$ cat src/rtl/select_validate_responder.sv
// select_validate_responder: device-side SelectTest/Validate test-control responder.
// Ports:
//   clk, rst        - single rising-edge clock, synchronous active-high reset
//   SelectTest      - one-cycle strobe that starts a test (accepted only in IDLE)
//   test_id         - test ID, latched when SelectTest is accepted
//   Validate        - level input; only a rising edge seen in ARMED starts counting
//   busy, armed     - phase indicators (busy: SELECT/VALIDATE/DONE, armed: ARMED)
//   log_valid/data  - periodic log strobe carrying the current count
//   done, done_id   - one-cycle completion pulse with the latched test ID
//   pass            - self-check result, valid with done
//   proto_err       - sticky ignored-event flag, present only with SV_RESP_PROTO_CHECK_EN
module select_validate_responder #(
    parameter int CNT_W         = 12,
    parameter int LOG_SHIFT     = 4,
    parameter int SELECT_CYCLES = 8,
    parameter int ID_W          = 8
) (
    input  logic             clk,
    input  logic             rst,
    input  logic             SelectTest,
    input  logic [ID_W-1:0]  test_id,
    input  logic             Validate,
    output logic             busy,
    output logic             armed,
    output logic             log_valid,
    output logic [CNT_W-1:0] log_data,
    output logic             done,
    output logic [ID_W-1:0]  done_id,
    output logic             pass
`ifdef SV_RESP_PROTO_CHECK_EN
   ,output logic             proto_err
`endif
);
    localparam int SEL_W = $clog2(SELECT_CYCLES + 1);
    localparam int LOG_W = CNT_W - LOG_SHIFT + 1;
    localparam logic [LOG_W-1:0] LOG_TOTAL = LOG_W'(2 ** (CNT_W - LOG_SHIFT));

    typedef enum logic [2:0] {IDLE, SELECT, ARMED, VALIDATE, DONE} state_t;

    state_t           state_q, state_d;
    logic             validate_q;
    logic [SEL_W-1:0] sel_cnt;
    logic [CNT_W-1:0] cnt;
    logic [LOG_W-1:0] log_cnt;
    logic [ID_W-1:0]  id_q;
    logic             v_edge;

    assign v_edge = Validate & ~validate_q;

    always_ff @(posedge clk)
        state_q <= rst ? IDLE : state_d;

    always_comb begin
        state_d = state_q;
        case (state_q)
            IDLE:     state_d = SelectTest ? SELECT : IDLE;
            SELECT:   state_d = (sel_cnt == '0) ? ARMED : SELECT;
            ARMED:    state_d = v_edge ? VALIDATE : ARMED;
            VALIDATE: state_d = (&cnt) ? DONE : VALIDATE;
            default:  state_d = IDLE;
        endcase
    end

    // Outputs depend on registered state only.
    always_comb begin
        busy      = (state_q == SELECT) || (state_q == VALIDATE) || (state_q == DONE);
        armed     = state_q == ARMED;
        log_valid = (state_q == VALIDATE) && (cnt[LOG_SHIFT-1:0] == LOG_SHIFT'(1));
        log_data  = cnt;
        done      = state_q == DONE;
        done_id   = id_q;
        pass      = done && (log_cnt == LOG_TOTAL);
    end

    always_ff @(posedge clk) begin
        if (rst) begin
            validate_q <= 1'b0;
            sel_cnt    <= '0;
            cnt        <= '0;
            log_cnt    <= '0;
            id_q       <= '0;
        end else begin
            validate_q <= Validate;
            if (state_q == IDLE && SelectTest) begin
                id_q    <= test_id;
                sel_cnt <= SEL_W'(SELECT_CYCLES - 1);
            end
            if (state_q == SELECT && sel_cnt != '0)
                sel_cnt <= sel_cnt - 1'b1;
            if (state_q == ARMED && v_edge) begin
                cnt     <= CNT_W'(1);
                log_cnt <= '0;
            end
            if (state_q == VALIDATE) begin
                cnt <= cnt + 1'b1;
                if (log_valid)
                    log_cnt <= log_cnt + 1'b1;
            end
        end
    end

`ifdef SV_RESP_PROTO_CHECK_EN
    // Flags SelectTest outside IDLE and any Validate edge outside ARMED,
    // which also covers a Validate edge coinciding with SelectTest in IDLE.
    always_ff @(posedge clk) begin
        if (rst)
            proto_err <= 1'b0;
        else if ((SelectTest && state_q != IDLE) || (v_edge && state_q != ARMED))
            proto_err <= 1'b1;
    end
`else
`endif

endmodule
$ cat config.mk
export PLATFORM = sky130hd
export DESIGN_NAME = select_validate_responder
export DESIGN_NICKNAME = d
export VERILOG_FILES = /design/src/rtl/select_validate_responder.sv
export SDC_FILE = /design/constraint.sdc
export NUM_CORES = 1
export LEC_CHECK = 0
export ABC_AREA = 1
export CAP_MARGIN = 10
export CORE_ASPECT_RATIO = 0.8
export CORE_UTILIZATION = 67
export DETAILED_ROUTE_END_ITERATION = 6
export DONT_BUFFER_PORTS = 1
export PLACE_DENSITY = 0.87
export REMOVE_ABC_BUFFERS = 1
export SETUP_SLACK_MARGIN = 0.15
export SLEW_MARGIN = 40
export SYNTH_ARGS = -nofsm -noshare
export SYNTH_HDL_FRONTEND = slang
export SYNTH_SLANG_ARGS = --single-unit
$ cat constraint.sdc
create_clock -name clk -period 3.8 [get_ports clk]
set_input_delay 0.38 -clock clk [delete_from_list [all_inputs] [get_ports clk]]
set_output_delay 0.38 -clock clk [all_outputs]
set_load 0.02 [all_outputs]
==> results of run 1 <==
[layout by cell type (no fill, tap or decap), drive strengths merged]
cell type / instances
nand2: 57
nor2: 54
inv: 45
dfxtp: 37
o21ai: 26
nand3: 22
a21oi: 16
nor3: 7
clkbuf: 6
nand4: 5
ha: 5
clkinv: 1
xor2: 1
and2: 1
nand3b: 1
or2: 1
clkinvlp: 1
[critical path, delay by kind of cell, from the launching register on]
family / cells / cell delay [ns]
simple gates: 3 / 0.99
flops: 1 / 0.35
buf+inv: 2 / 0.23
[through the flow]
stage	power [uW]	hold WS, ns
6_report	826	0.0786
5_1_grt	869	0.0695
4_1_cts	825	0.0817
3_5_place_dp	617	0.453
3_3_place_gp	609	0.451
2_1_floorplan	583	0.449
[metal layers]
metal / GRT usage (%) / wire, um
met1: 39.9 / 1890
met3: 8.75 / 266
met5: 0 / 0
met4: 9.47 / 43
met2: 43.7 / 1780
[how the worst min path moves through the flow]
stage | endpoint | from | cells after the start | slack [ns]
floorplan | log_cnt[7]$_SDFF_PP0_ | rst | 1 | 0.45
detailed placement | log_data[5]$_SDFFE_PP0P_ | rst | 1 | 0.45
CTS | log_data[5]$_SDFFE_PP0P_ | rst | 1 | 0.08
global route | sel_cnt[3]$_SDFFE_PP0P_ | rst | 1 | 0.07
global placement | log_cnt[7]$_SDFF_PP0_ | rst | 1 | 0.45
finish | log_data[5]$_SDFFE_PP0P_ | rst | 1 | 0.08
[report_power, final]
group	leakage, uW	switching [uW]	internal (uW)
sequential	0.000301	39.4	419
combinational	0.000429	102	46.6
clock	0.0000303	133	86.7
total	0.000760	274	552
[area by class of cell]
class	count	area (um2)
multi-input combinational	196	936
sequential	37	741
fill	212	589
inverter	46	173
clock buffer	6	51.3
tap	36	45.0
clock inverter	1	7.51
[registers in the layout (all words and copies together) (netlist names)]
name	cells
log_data	12
log_cnt	9
done_id	8
sel_cnt	4
state_q	3
validate_q	1
[logic make-up after synthesis]
logic type / Yosys count / synth area share (%)
flops: 37 / 39.4
simple gates: 148 / 34.6
compound gates: 42 / 11.4
buf+inv: 51 / 10.7
fa+ha+maj: 5 / 3.33
xor+xnor: 1 / 0.466
==> flow_summary_export.csv, run 1 <==
group,metric,value,unit
timing,final_max_slew_viol_count,0,
final_layout,final_core_util,76.8,%
synthesis,synth-async-reset-ratio,0,%
floorplan,dieArea,3020,um2
final_layout,drive_above_1_share,6.64,%
synthesis,synth_edf_count,0,
worst_setup_path,r2r_end,"log_cnt[8]$_SDFF_PP0_",
final_layout,antennaDiodeCount,0,
timing,tightestPinTransition,0.722,ns
worst_setup_path,reg2reg_depth,6,
clock_tree,htreeDepth,2,
floorplan,die_h,49.4,um
route,drtAntennaViolNets,0,
clock_tree,clk_pin_slew_worst_paths,0.12,ns
worst_setup_path,worst_r2r_startpoint,"log_data[0]$_SDFFE_PP0P_",
timing,hold_violations,0,
synthesis,synth_cells,284,
route,firstDrtPassIters,4,
placement,dp_cells,315,
route,vias,1727,
synthesis,ys_seq_elements,37,
timing,relSlewSlack,51.6,%
timing,finalSetupViolations,0,
synthesis,synthTopCellsByCount,"nand2_1, nor2_1, inv_1, dfxtp_1, o21ai_0",
synthesis,yosysMostFrequentCell,"nand2_1",
floorplan,start_util,73.9,%
final_layout,final_cells,322,
synthesis,ys_top_cells_by_area,"dfxtp_1, nand2_1, nor2_1, inv_1, o21ai_0",
clock_tree,cts_tree,"yes",
synthesis,synth_top_area_share,39.4,%
clock_tree,holdBufCountCts,0,
route,drt_iter0_markers,184,
route,route.detailed.drc,0,
timing,fin_crit,2.29,ns
worst_setup_path,endpoint,"pass",
worst_setup_path,critPathRequiredTime,3.42,ns
timing,timing.fmax,437,MHz
clock_tree,numClockSinks,37,
floorplan,num_rows,16,
global_routing,overflow,0,
clock_tree,cts_setup_buffers,0,
placement,dp_hpwl,2940,um
worst_hold_path,min_path_type,"input pin to register",
placement,post-place-ws,1.86,ns
synthesis,yosysSeqAreaShare,39.4,%
power,p_leak,0.000760,uW
route,vias_per_cell,5.36,
synthesis,ys_types,26,
worst_setup_path,crit_slowest_cell,"nor3_1",
route,wire_per_inst,12.4,um
worst_setup_path,worst_path_most_repeated_cell,"inv_1",
worst_setup_path,critical_path.max_fanout,4,
clock_tree,cts_resized,0,
worst_setup_path,end_kind,"output pin",
synthesis,ys.flop_type,"dfxtp_1",
global_routing,antenna_found_initial,0,
route,routed_wl,3980,um
timing,timing.final.crit_share,60.2,%
worst_setup_path,critPathLaunchType,"register",
final_layout,areaGrowthSynthToFinish,4.00,%
global_routing,grt_pass1_vias,1546,
worst_setup_path,arrival,1.91,ns
floorplan,core,2540,um2
synthesis,synth.cell_area,1880,um2
global_routing,grt_util_all_layers,29.3,%
global_routing,grt_pass1_wl,6580,um
clock_tree,clockBufferDepth,2,
timing,setup_tns,0,ns
final_layout,finalNetCount,303,
worst_setup_path,crit_start,"state_q[0]$_SDFF_PP0_",
power,vdd_ir_drop_max,204,uV
power,powerDensity,423,nW/um2
placement,placed_area,1890,um2
synthesis,synth_largest_area_cell,"dfxtp_1",
clock_tree,insertion_delay,0.35,ns
worst_setup_path,reg2reg_slack,1.85,ns
timing,skew,0.0183,ns
clock_tree,clockRootBuffer,"clkbuf_4",
floorplan,io-pin-count,37,
worst_setup_path,worstSetupPathType,"register to output pin",
flow_run,maxCapViolations,0,
timing,rsz0062_at_grt,"no",
final_layout,final_area,1950,um2
timing,worst_slack,1.51,ns
synthesis,ys_warn_count,0,
clock_tree,numCtsBuffers,5,
floorplan,die_x,61.2,um
placement,port_buffers,0,
global_routing,grt_max_degree,29,
worst_setup_path,path_cells,"inv_1 -> nand2_1 -> nor2_1 -> inv_1 -> nor3_1",
worst_setup_path,slowest_delay,0.54,ns
outcome,status,"finished, final reports clean",
placement,gp_congestion,0.896,
synthesis,avgSynthCellArea,6.61,um2
Note: power is estimated with default switching activity, not from simulation.
==> run 2: changes to the inputs <==
--- a/config.mk
+++ b/config.mk
@@ -5,13 +5,13 @@
 export SDC_FILE = /design/constraint.sdc
 export NUM_CORES = 1
 export LEC_CHECK = 0
-export ABC_AREA = 1
+export ABC_AREA = 0
 export CAP_MARGIN = 10
 export CORE_ASPECT_RATIO = 0.8
-export CORE_UTILIZATION = 67
+export CORE_UTILIZATION = 56
 export DETAILED_ROUTE_END_ITERATION = 6
 export DONT_BUFFER_PORTS = 1
-export PLACE_DENSITY = 0.87
+export PLACE_DENSITY = 0.78
 export REMOVE_ABC_BUFFERS = 1
 export SETUP_SLACK_MARGIN = 0.15
 export SLEW_MARGIN = 40
==> constraint.sdc (replaced) <==
create_clock -name clk -period 2 [get_ports clk]
set_input_delay 0.2 -clock clk [delete_from_list [all_inputs] [get_ports clk]]
set_output_delay 0.2 -clock clk [all_outputs]
set_load 0.02 [all_outputs]
==> run 2 against run 1 <==
Worst hold slack got worse by 0.043 ns; clock power rose by 140%; routed wire length is 13% higher; first-iteration DRC count shrank 57%; cell count fell by 17%; final area is 4.5% higher; synthesized cell count fell by 24%; via count fell by 2.8%; area after synthesis shrank 1.4%; clock skew shrank 0.016 ns.
==> flow_summary_export.csv, run 2 <==
group,metric,value,unit
outcome,status,"finished, final reports clean",
final_layout,largest_register_ffs,12,
synthesis,ys.flop_type,"dfxtp_1",
synthesis,avgSynthCellArea,8.53,um2
route,drtAntennaViolNets,0,
power,p_switching,470,uW
route,routed_wl,4490,um
worst_setup_path,critPathLaunchType,"register",
power,p_leak,0.000743,uW
route,firstDrtPassIters,4,
timing,finalSetupViolations,0,
synthesis,ys_seq_elements,37,
floorplan,die_h,53.4,um
synthesis,synth.cell_area,1850,um2
power,vdd_ir_drop_max,581,uV
route,vias_per_cell,6.28,
final_layout,regArea,742,um2
placement,post-place-ws,0.261,ns
power,clkPwrFrac,32.7,%
placement,dp_hpwl,3290,um
timing,rsz0062_at_grt,"no",
clock_tree,numCtsBuffers,5,
floorplan,num_rows,18,
global_routing,grt_util_all_layers,28.6,%
synthesis,synth_top_area_share,40.0,%
power,internal_power,1150,uW
global_routing,grt_pass1_wl,7290,um
floorplan,start_util,59.6,%
timing,tightestPinTransition,0.540,ns
worst_setup_path,arrival,1.93,ns
global_routing,overflow,0,
final_layout,n_fill_cell,265,
synthesis,synth_cells,217,
final_layout,antennaDiodeCount,0,
synthesis,synth-async-reset-ratio,0,%
worst_setup_path,critPathRequiredTime,2.18,ns
final_layout,final_cell_mix,"dfxtp_1, nand2_1, a21oi_1",
synthesis,ys_warn_count,0,
floorplan,dieArea,3540,um2
final_layout,areaGrowthSynthToFinish,10.3,%
global_routing,grt_max_degree,31,
clock_tree,insertion_delay,0.29,ns
route,route.detailed.drc,0,
clock_tree,clk_pin_slew_worst_paths,0.07,ns
worst_setup_path,end_kind,"register",
worst_setup_path,reg2reg_slack,0.25,ns
synthesis,yosysMostFrequentCell,"dfxtp_1",
final_layout,finalNetCount,244,
synthesis,ys_types,50,
synthesis,yosysSeqAreaShare,40.0,%
clock_tree,cts_setup_buffers,0,
timing,timing.fmax,570,MHz
synthesis,ys_top_cells_by_area,"dfxtp_1, nand2_1, a21oi_1, ha_1, nor2_1",
final_layout,final_core_util,65.7,%
placement,gp_congestion,0.800,
synthesis,synth_edf_count,0,
timing,skew,0.00200,ns
route,drt_iter0_markers,79,
power,powerDensity,792,nW/um2
final_layout,final_common_cell,"dfxtp_1",
worst_setup_path,critical_path.max_fanout,9,
worst_setup_path,worstSetupPathType,"register to register",
global_routing,antenna_found_initial,0,
floorplan,core,3110,um2
synthesis,synth_largest_area_cell,"dfxtp_1",
placement,port_buffers,0,
route,vias,1678,
clock_tree,htreeDepth,2,
power,pwr-share-seq,52.4,%
timing,fin_crit,1.75,ns
clock_tree,cts_tree,"yes",
timing,setup_tns,0,ns
floorplan,io-pin-count,37,
synthesis,synthTopCellsByCount,"dfxtp_1, nand2_1, a21oi_1, nor2_1, inv_1",
power,combPwrFrac,14.9,%
timing,timing.final.crit_share,87.7,%
timing,worst_slack,0.246,ns
clock_tree,numClockSinks,37,
worst_hold_path,min_path_type,"input pin to register",
floorplan,die_x,66.3,um
route,wire_per_inst,16.8,um
flow_run,maxCapViolations,0,
final_layout,drive_above_1_share,15.9,%
final_layout,multi_input_area,1030,um2
clock_tree,clockRootBuffer,"clkbuf_8",
timing,final_max_slew_viol_count,0,
timing,relSlewSlack,64.0,%
clock_tree,clockBufferDepth,2,
timing,hold_violations,0,
power,sw_frac_of_total,29.1,%
global_routing,grt_pass1_vias,1565,
[run 2: power groups by stage]
stage	Clock (uW)	Sequential, uW	Combinational (uW)
2_1_floorplan	0	855	165
3_3_place_gp	0	857	208
3_5_place_dp	0	861	228
4_1_cts	537	844	239
5_1_grt	572	854	265
6_report	529	847	241
[run 2: path summary, 6_finish.rpt]
path | startpoint | end | depth (start not counted)
worst max register to register | state_q[1]$_SDFF_PP0_ | log_cnt[1]$_SDFF_PP0_ | 5
worst min register to register | log_cnt[8]$_SDFF_PP0_ | log_cnt[8]$_SDFF_PP0_ | 2
worst min-delay path | test_id[1] | done_id[1]$_SDFFE_PP0P_ | 2
worst max-delay path | state_q[1]$_SDFF_PP0_ | log_cnt[1]$_SDFF_PP0_ | 5
[run 2: cells by family (layout without fill, tap and decap cells)]
group | Yosys count | in the layout | share of synthesized area (%)
AOI/OAI and AO/OA | 51 | 51 | 18.4
xor gates and xnor gates | 4 | 4 | 1.89
adders and majority gates | 5 | 5 | 3.38
buffers and inverters | 21 | 31 | 4.80
DFF | 37 | 37 | 40.0
muxes | 5 | 5 | 2.97
and+or+nand+nor | 94 | 94 | 28.6
[run 2: repair_timing]
| item | CTS | global route |
|---|---|---|
| endpoints found under the setup margin | 0 | 5 |
| hold buffers | 1 | 0 |
| gates resized for setup | 0 | 4 |
| hold endpoints to repair | 30 | 0 |
[run 2: area by class of cell]
type / instances / share of cell area [%]
clock buffers: 7 / 4.23
well taps: 40 / 2.45
flip-flops and latches: 37 / 36.3
repair buffers: 12 / 4.29
multi-input cells: 159 / 50.5
inverters: 12 / 2.21
[run 2: through the flow]
| stage | power [uW] | area [um2] | hold WS [ns] | std cells |
|---|---|---|---|---|
| global placement | 1060 | 1940 | 0.267 | 259 |
| detailed placement | 1090 | 1940 | 0.273 | 259 |
| CTS | 1620 | 2040 | 0.0271 | 267 |
| finish | 1620 | 2040 | 0.0353 | 267 |
| floorplan | 1020 | 1810 | 0.262 | 208 |
| global route | 1690 | 2040 | 0.0306 | 267 |
[run 2: routing by layer]
metal  part of all wire [%]  vias up  GRT usage [%]
met5                      0        -              0
met4                    2.2        0           13.5
met3                    7.3       10           10.3
met2                     48       53           46.1
met1                     43      808           33.9
li1                       -      807              -
[run 2: worst max-delay path, cell delays in order (launching register included)]
cell and delay [ns]:
dfxtp_1 0.47, or3b_2 0.53, inv_1 0.09, nand2_1 0.21, nand2_1 0.26, a21oi_1 0.08
